<file path="src/rtl/dma_rr_arbiter_if.sv">
// Request/grant bundle between the DMA channel request logic and the bus arbiter.
// The master side drives requests and policy; the slave (arbiter) side returns the grant.
interface dma_rr_arbiter_if #(
  parameter int unsigned NUM_CH    = 4,
  parameter int unsigned BURST_MAX = 8
);
  localparam int unsigned ID_W  = $clog2(NUM_CH);
  localparam int unsigned CNT_W = $clog2(BURST_MAX + 1);

  logic [NUM_CH-1:0] req;
  logic              mode;
  logic [NUM_CH-1:0] gnt;
  logic [ID_W-1:0]   gnt_id;
  logic              gnt_valid;
  logic [CNT_W-1:0]  hold_cnt;
  logic              expired;

  modport master (
    output req, mode,
    input  gnt, gnt_id, gnt_valid, hold_cnt, expired
  );

  modport slave (
    input  req, mode,
    output gnt, gnt_id, gnt_valid, hold_cnt, expired
  );
endinterface

</file>
<file path="src/rtl/dma_rr_arbiter.sv">
// N-channel DMA bus arbiter: fixed-priority or round-robin selection with a
// per-ownership burst limit that forces a still-requesting owner off the bus.
module dma_rr_arbiter #(
  parameter int unsigned NUM_CH    = 4,
  parameter int unsigned BURST_MAX = 8
) (
  input  logic             clock,
  input  logic             reset,
  dma_rr_arbiter_if.slave  bus
);
  localparam int unsigned ID_W  = $clog2(NUM_CH);
  localparam int unsigned CNT_W = $clog2(BURST_MAX + 1);
  localparam logic [CNT_W-1:0] BURST_LIM = CNT_W'(BURST_MAX);

  typedef enum logic [1:0] {
    IDLE    = 2'd0,
    GRANT   = 2'd1,
    RELEASE = 2'd2
  } state_e;

  state_e            state_q, state_d;
  logic [NUM_CH-1:0] gnt_q, gnt_d;
  logic [ID_W-1:0]   gnt_id_q, gnt_id_d;
  logic              gnt_valid_q, gnt_valid_d;
  logic [CNT_W-1:0]  hold_cnt_q, hold_cnt_d;
  logic              expired_q, expired_d;
  logic [ID_W-1:0]   last_owner_q, last_owner_d;

  logic [NUM_CH-1:0] last_oh;
  logic [NUM_CH-1:0] cand;
  logic              cand_any;
  logic [ID_W-1:0]   win_fix;
  logic [ID_W-1:0]   win_rr;
  logic [ID_W-1:0]   win;
  logic              do_grant;
  logic [ID_W-1:0]   grant_id;

  // Winner selection; in RELEASE the previous owner is excluded from the candidates
  always_comb begin
    last_oh  = NUM_CH'(1) << last_owner_q;
    cand     = (state_q == RELEASE) ? (bus.req & ~last_oh) : bus.req;
    cand_any = |cand;

    win_fix = '0;
    for (int i = int'(NUM_CH) - 1; i >= 0; i--) begin
      if (cand[ID_W'(i)]) win_fix = ID_W'(i);
    end

    // Descending search distance so the nearest index after last_owner wins
    win_rr = '0;
    for (int unsigned k = NUM_CH; k >= 1; k--) begin
      int unsigned idx;
      idx = (32'(last_owner_q) + k) % NUM_CH;
      if (cand[ID_W'(idx)]) win_rr = ID_W'(idx);
    end

    win = bus.mode ? win_rr : win_fix;
  end

  // Next-state and registered-output logic
  always_comb begin
    state_d      = state_q;
    gnt_d        = gnt_q;
    gnt_id_d     = gnt_id_q;
    gnt_valid_d  = gnt_valid_q;
    hold_cnt_d   = hold_cnt_q;
    expired_d    = 1'b0;
    last_owner_d = last_owner_q;
    do_grant     = 1'b0;
    grant_id     = '0;

    case (state_q)
      IDLE: begin
        gnt_d       = '0;
        gnt_valid_d = 1'b0;
        hold_cnt_d  = '0;
        if (cand_any) begin
          do_grant = 1'b1;
          grant_id = win;
        end
      end

      GRANT: begin
        if (!bus.req[gnt_id_q]) begin
          state_d     = IDLE;
          gnt_d       = '0;
          gnt_valid_d = 1'b0;
          hold_cnt_d  = '0;
        end else if (hold_cnt_q < BURST_LIM) begin
          hold_cnt_d = hold_cnt_q + CNT_W'(1);
        end else begin
          state_d     = RELEASE;
          gnt_d       = '0;
          gnt_valid_d = 1'b0;
          hold_cnt_d  = '0;
          expired_d   = 1'b1;
        end
      end

      RELEASE: begin
        gnt_d       = '0;
        gnt_valid_d = 1'b0;
        hold_cnt_d  = '0;
        state_d     = IDLE;
        if (cand_any) begin
          do_grant = 1'b1;
          grant_id = win;
        end else if (bus.req[last_owner_q]) begin
          do_grant = 1'b1;
          grant_id = last_owner_q;
        end
      end

      default: begin
        state_d     = IDLE;
        gnt_d       = '0;
        gnt_id_d    = '0;
        gnt_valid_d = 1'b0;
        hold_cnt_d  = '0;
      end
    endcase

    if (do_grant) begin
      state_d      = GRANT;
      gnt_d        = NUM_CH'(1) << grant_id;
      gnt_id_d     = grant_id;
      gnt_valid_d  = 1'b1;
      hold_cnt_d   = CNT_W'(1);
      last_owner_d = grant_id;
    end
  end

  // Last owner resets to the top channel so channel 0 wins the first round-robin pass
  always_ff @(posedge clock) begin
    if (reset) begin
      state_q      <= IDLE;
      gnt_q        <= '0;
      gnt_id_q     <= '0;
      gnt_valid_q  <= 1'b0;
      hold_cnt_q   <= '0;
      expired_q    <= 1'b0;
      last_owner_q <= ID_W'(NUM_CH - 1);
    end else begin
      state_q      <= state_d;
      gnt_q        <= gnt_d;
      gnt_id_q     <= gnt_id_d;
      gnt_valid_q  <= gnt_valid_d;
      hold_cnt_q   <= hold_cnt_d;
      expired_q    <= expired_d;
      last_owner_q <= last_owner_d;
    end
  end

  assign bus.gnt       = gnt_q;
  assign bus.gnt_id    = gnt_id_q;
  assign bus.gnt_valid = gnt_valid_q;
  assign bus.hold_cnt  = hold_cnt_q;
  assign bus.expired   = expired_q;

endmodule

</file>
<file path="src/flat_wrapper.sv">
// flat-port wrapper written by rule: the top's interface ports become plain ports
module dma_rr_arbiter_flat 
#(
  parameter int unsigned NUM_CH    = 4,
  parameter int unsigned BURST_MAX = 8
)
  (clock, reset, bus_req, bus_mode, bus_gnt, bus_gnt_id, bus_gnt_valid, bus_hold_cnt, bus_expired);
  dma_rr_arbiter_if #(.NUM_CH(NUM_CH), .BURST_MAX(BURST_MAX)) bus_i ();
  input  logic clock;
  input  logic reset;
  input wire logic [$bits(bus_i.req)-1:0] bus_req;
  input wire logic [$bits(bus_i.mode)-1:0] bus_mode;
  output wire logic [$bits(bus_i.gnt)-1:0] bus_gnt;
  output wire logic [$bits(bus_i.gnt_id)-1:0] bus_gnt_id;
  output wire logic [$bits(bus_i.gnt_valid)-1:0] bus_gnt_valid;
  output wire logic [$bits(bus_i.hold_cnt)-1:0] bus_hold_cnt;
  output wire logic [$bits(bus_i.expired)-1:0] bus_expired;
  assign bus_i.req = bus_req;
  assign bus_i.mode = bus_mode;
  assign bus_gnt = bus_i.gnt;
  assign bus_gnt_id = bus_i.gnt_id;
  assign bus_gnt_valid = bus_i.gnt_valid;
  assign bus_hold_cnt = bus_i.hold_cnt;
  assign bus_expired = bus_i.expired;
  dma_rr_arbiter #(.NUM_CH(NUM_CH), .BURST_MAX(BURST_MAX)) u_core (.clock(clock), .reset(reset), .bus(bus_i));
endmodule
</file>
<file path="config.mk">
export PLATFORM = sky130hd
export DESIGN_NAME = dma_rr_arbiter_flat
export DESIGN_NICKNAME = d
export VERILOG_FILES = /design/src/rtl/dma_rr_arbiter_if.sv /design/src/rtl/dma_rr_arbiter.sv /design/src/flat_wrapper.sv
export SDC_FILE = /design/constraint.sdc
export NUM_CORES = 1
export LEC_CHECK = 0
export CORE_AREA = 2 2 50 52
export DETAILED_ROUTE_END_ITERATION = 10
export DIE_AREA = 0 0 52 54
export PLACE_DENSITY_LB_ADDON = 0.08
export SETUP_SLACK_MARGIN = 0.02
export SYNTH_ARGS = -nofsm -noshare
export SYNTH_HDL_FRONTEND = slang
export SYNTH_SLANG_ARGS = --single-unit
export TNS_END_PERCENT = 10
</file>
<file path="constraint.sdc">
create_clock -name clock -period 2.8 [get_ports clock]
set_input_delay 0.42 -clock clock [delete_from_list [all_inputs] [get_ports clock]]
set_output_delay 0.42 -clock clock [all_outputs]
set_load 0.02 [all_outputs]
</file>
======== Yosys cells after proc, flatten, opt, wreduce, memory -nomap -nowiden ========
Cells that the tools add are included.
operators by class
  muxes and demuxes ....................... 47
  $lt $le $gt $ge ......................... 7
  bitwise logic cells ..................... 6
  multiply operators ...................... 0
  divide/modulo/power cells ............... 0
  shift-type cells ........................ 2
  add/sub/neg operators ................... 5
  reduce and logical (&&, ||, !) cells .... 8
  equality and inequality tests ........... 6
operators with widths
  operator               number
  $mux W2                14
  $mux W4                5
  $mux W1                19
  $lt A2 B3 Y1 const B   6
  $bmux W1 S2            6
  $pmux W2 S2            2
  $shl A1 B2 Y4 const A  2
  $reduce_or A3 Y1       2
  $reduce_or A5 Y1       1
  $add A2 B1 Y2 const B  2
  $add A2 B2 Y2 const B  2
  $add A4 B1 Y4 const B  1
  $and A4 B4 Y4          1
  $lt A4 B4 Y1 const B   1
  $ne A2 B1 Y1 const B   2
  $ne A4 B3 Y1 const B   1
  $not A1 Y1             4
  $not A4 Y4             1
  $reduce_and A2 Y1      2
  $reduce_or A4 Y1       1
  $ne A3 B3 Y1 const B   1
  $eq A2 B1 Y1 const B   1
  $eq A2 B2 Y1 const B   1
  $logic_not A2 Y1       1
  other kinds (2)        2
word-level totals
  latch bits .............................. 0
  register bits ........................... 16
  memories kept ........................... 0
  memory bits (writable) .................. 0
  word-level logic and storage cells ...... 90
  input port bits ......................... 7
  memory bits (read-only) ................. 0

======== Depth between registers and ports, before layout ========
  depth after elaboration ................. 15
  mapped depth ............................ 10
  mapped depth without buffers ............ 8

======== Least setup slack after synthesis ========
OpenSTA, ideal clock, no wires.
  path type ............................... reg2reg
  from .................................... register u_core.last_owner_q[0]
  to ...................................... register u_core.gnt_q[1] (netlist: u_core.bus.gnt[1])
  stages on the path, launching flop included .. 11
  library setup time ...................... 0.117 ns
  path buffers ............................ 2
  clock period less this slack ............ 2.463 ns
  setup slack ............................. 0.337 ns
  data required time ...................... 2.683 ns
  arrival time ............................ 2.346 ns
  path through ............................ dfxtp_1 buf_2 buf_4 inv_1 ha_1 and3b_1 o32a_1 a22oi_1 and2_4 mux2_4 a32o_1
between the ends
  word-level cells in the longest chain between the ends .. 15
  elaborated cells between the ends (all ways) .. 36
  those cells by class .................... 4 x add/sub; 1 x eq/ne; 2 x shift; 26 x mux; 2 x bitwise; 1 x reduce/logical
ends and longest elaborated chain
  item                           RTL line                                     RTL
  start, declared                dma_rr_arbiter.sv:27                         logic [ID_W-1:0] last_owner_q, last_owner_d;
  start signal, assigned         dma_rr_arbiter.sv:142                        last_owner_q <= ID_W'(NUM_CH - 1);
  start signal, assigned         dma_rr_arbiter.sv:150                        last_owner_q <= last_owner_d;
  $shl A1 B2 Y4                  dma_rr_arbiter.sv:40                         last_oh = NUM_CH'(1) << last_owner_q;
  $not A4 Y4                     dma_rr_arbiter.sv:41                         cand = (state_q == RELEASE) ? (bus.req & ~last_oh) : bus.req;
  $and A4 B4 Y4                  dma_rr_arbiter.sv:41
  $mux W4                        dma_rr_arbiter.sv:41
  $bmux W1 S2                    dma_rr_arbiter.sv:54                         if (cand[ID_W'(idx)]) win_rr = ID_W'(idx);
  $mux W1 (implied by the code)  dma_rr_arbiter.sv:54
  $mux W2 (4 in series)          dma_rr_arbiter.sv:54
  $mux W2                        dma_rr_arbiter.sv:57                         win = bus.mode ? win_rr : win_fix;
  $mux W2 (on tied branches)     dma_rr_arbiter.sv:105, dma_rr_arbiter.sv:77
  $pmux W2 S2                    dma_rr_arbiter.sv:72                         case (state_q)
  $shl A1 B2 Y4                  dma_rr_arbiter.sv:125                        gnt_d = NUM_CH'(1) << grant_id;
  $mux W4                        dma_rr_arbiter.sv:123                        if (do_grant) begin
  end signal, assigned           dma_rr_arbiter.sv:145                        gnt_q <= gnt_d;
  end, declared                  dma_rr_arbiter.sv:22                         logic [NUM_CH-1:0] gnt_q, gnt_d;
Parallel ways exist; a longest one is shown, timed or not. The select of a mux whose other input is x is not followed.
A chain may end at the register's enable or synchronous reset.

======== Final worst setup path ========
  from .................................... register u_core.last_owner_q[1]
  to ...................................... register u_core.gnt_q[1] (netlist: u_core.bus.gnt[1])
The elaborated chain is that of the path after synthesis.

==> flow_metrics.tcl <==
set metrics [dict create \
    cts_setup_buffers 0 \
    tightest_slew_ps 497 \
    synth_fa_ha_area_share_pct 5.61 \
    async_flop_share_pct 0 \
    synth_top_family_by_area "compound AO/OA/AOI/OAI gates" \
    slew_viol_final 0 \
    power_density_mw_per_mm2 554 \
    fin_crit_sh_pct 87.1 \
    grt_max_degree 15 \
    layout_setup_ws_ps 361 \
    area_growth_pct 21.0 \
    dp_slack_ps 152 \
    groute.layer.met1.usage_pct 26.3 \
    worstPathArrival_ps 2620 \
    final_util_pct 58.1 \
    cts_made_buffers 3 \
    routed_wl_mm 2.60 \
    crit_fanout 8 \
    layout_common_cells "18 x clkdlybuf4s50_1, 16 x dfxtp_1, 12 x nand2_1" \
    die_w_microns 52 \
    row_count 18 \
    place_area_sq_mm 0.00131 \
    leakage_nw 0.505 \
    syn_inst 129 \
    fin_cells 177 \
    synth_enable_flop_cells 0 \
    synth_compound_area_share_pct 25.8 \
    io_pins 19 \
    period_minus_slack_ps 2440 \
    hp-class "register to register" \
    setup_violations 0 \
    synth_seq_area_share_pct 28.7 \
    start_util_pct 48.1 \
    htreeDepth 1 \
    grt_first_pass_wirelength_mm 4.33 \
    ctsResizeCount 0 \
    yosys_warnings 0 \
    viasPerCell 6.00 \
    dr.pass1.iters 4 \
    syn_avg_cell_area_sq_um 8.64 \
    max_freq_mhz 410 \
    outcome "finished clean" \
    setup_tns_ps 0 \
    slew_headroom_pct 66.8 \
    syn_area_sq_mm 0.00111 \
    place_hpwl_mm 1.97 \
    ys_seq_elements 16 \
    clockBufferDepth 2 \
    met2_usage_pct 35.9 \
    fp.dieH_microns 54 \
    vias 1062 \
    fillers 223 \
    gr-max-usage-layer "met2" \
    ir_worst_vdd_uv 361 \
    synth-simple-area-share_pct 24.1 \
    rsz0062_at_grt "false" \
    synth_xor_area_share_pct 0.786 \
    clock_latency_ps 280 \
    fin_hold_ws_ps 455 \
    drc 0 \
    synth.distinct_cells 45 \
    hold_viol 0 \
    p_total_mw 0.747 \
    drive_gt1_share_pct 11.6 \
    skew_ps 1.94 \
    critical_path_required_ps 2980 \
    synth_flop_cell "dfxtp_1" \
    synth_fp_nets 141 \
    io_buffers 18 \
    nNetsFinal 160 \
    cts.sinks 16 \
    holdBufCountCts 0 \
    grt.overflow.total 0 \
    antenna_found_initial 0 \
    core_sq_mm 0.00232 \
    drtIter0Drc 22 \
    antenna_cells 0 \
    cts_root_buffer "clkbuf_4" \
    ant_nets 0 \
    met3_usage_pct 1.94 \
    stdcell_area_sq_mm 0.00135 \
    path_class "register to register" \
    grt.total_usage_pct 20.7 \
    cap_viol_max_count 0 \
    place_congestion 0.923 \
    grt_pass1_vias 942 \
    synthMuxAreaShare_pct 9.09 \
    worstSetupEndpointType "register" \
    cts_tree "done" \
    dp_cells 173 \
    dieArea_sq_mm 0.00281 \
    final_common_cell "clkdlybuf4s50_1" \
    cp-start-kind "register" \
    wl_per_cell_microns 14.7 \
    cts.clk_slew.worst_paths_ps 90 \
]
## worst max-delay path, stage by stage (launching register included)
cell,delay (ps)
dfxtp_1,530
inv_1,190
ha_1,250
nand3b_1,170
a32oi_1,110
a22oi_1,310
and2_4,220
mux2_4,310
a32o_1,250
## registers in the layout, summed over array words and instances, names as in the netlist
| signal | count |
|---|---|
| u_core.last_owner_q | 2 |
| u_core.bus.gnt_id | 2 |
| u_core.bus.hold_cnt | 4 |
| u_core.state_q | 2 |
| u_core.bus.expired | 1 |
| u_core.bus.gnt_valid | 1 |
| u_core.bus.gnt | 4 |
## cell usage after synthesis (3+ instances only)
| master | count | area, sq um |
|---|---|---|
| a21oi_1 | 4 | 20.0 |
| buf_2 | 4 | 20.0 |
| dfxtp_1 | 16 | 320 |
| ha_1 | 5 | 62.6 |
| inv_1 | 8 | 30.0 |
| mux2i_1 | 3 | 30.0 |
| nand2_1 | 12 | 45.0 |
| nand3_1 | 5 | 25.0 |
| nand3b_1 | 4 | 30.0 |
| nor2_1 | 11 | 41.3 |
| o21ai_0 | 10 | 50.1 |
## report_power, final
part           switching (mW)  internal (mW)
registers              0.0322          0.255
clock network          0.0684         0.0790
logic                   0.167          0.146
total                   0.268          0.480
## layer usage
layer	routed length [microns]	share of wire, %
met3	80	3.1
met5	0	0
met1	1230	47
met2	1270	49
met4	19	0.73
## logic make-up (layout without fill, tap and decap cells)
kind of cell	Yosys count	after routing
DFF	16	16
adders and majority gates	5	5
muxes	7	7
buffers and inverters	14	32
xor gates and xnor gates	1	1
AOI/OAI and AO/OA	37	37
and+or+nand+nor	49	49
## final cells by class
cell class	count	area, sq um	share of cell area (%)
inverters	8	30.0	2.23
well taps	30	37.5	2.78
clock buffers	4	36.3	2.69
flip-flops and latches	16	320	23.7
repair buffers	20	195	14.5
multi-input cells	99	729	54.1
## worst paths after layout
kind	startpoint	endpoint	slack [ps]	depth (start not counted)
setup / recovery	u_core.last_owner_q[1]	u_core.bus.gnt[1]	360	8
hold / removal	u_core.bus.gnt_valid	u_core.bus.gnt_valid	460	2
setup reg to reg	u_core.last_owner_q[1]	u_core.bus.gnt[1]	360	8
hold reg to reg	u_core.bus.gnt_valid	u_core.bus.gnt_valid	460	2
Note: power is estimated with default switching activity, not from simulation.
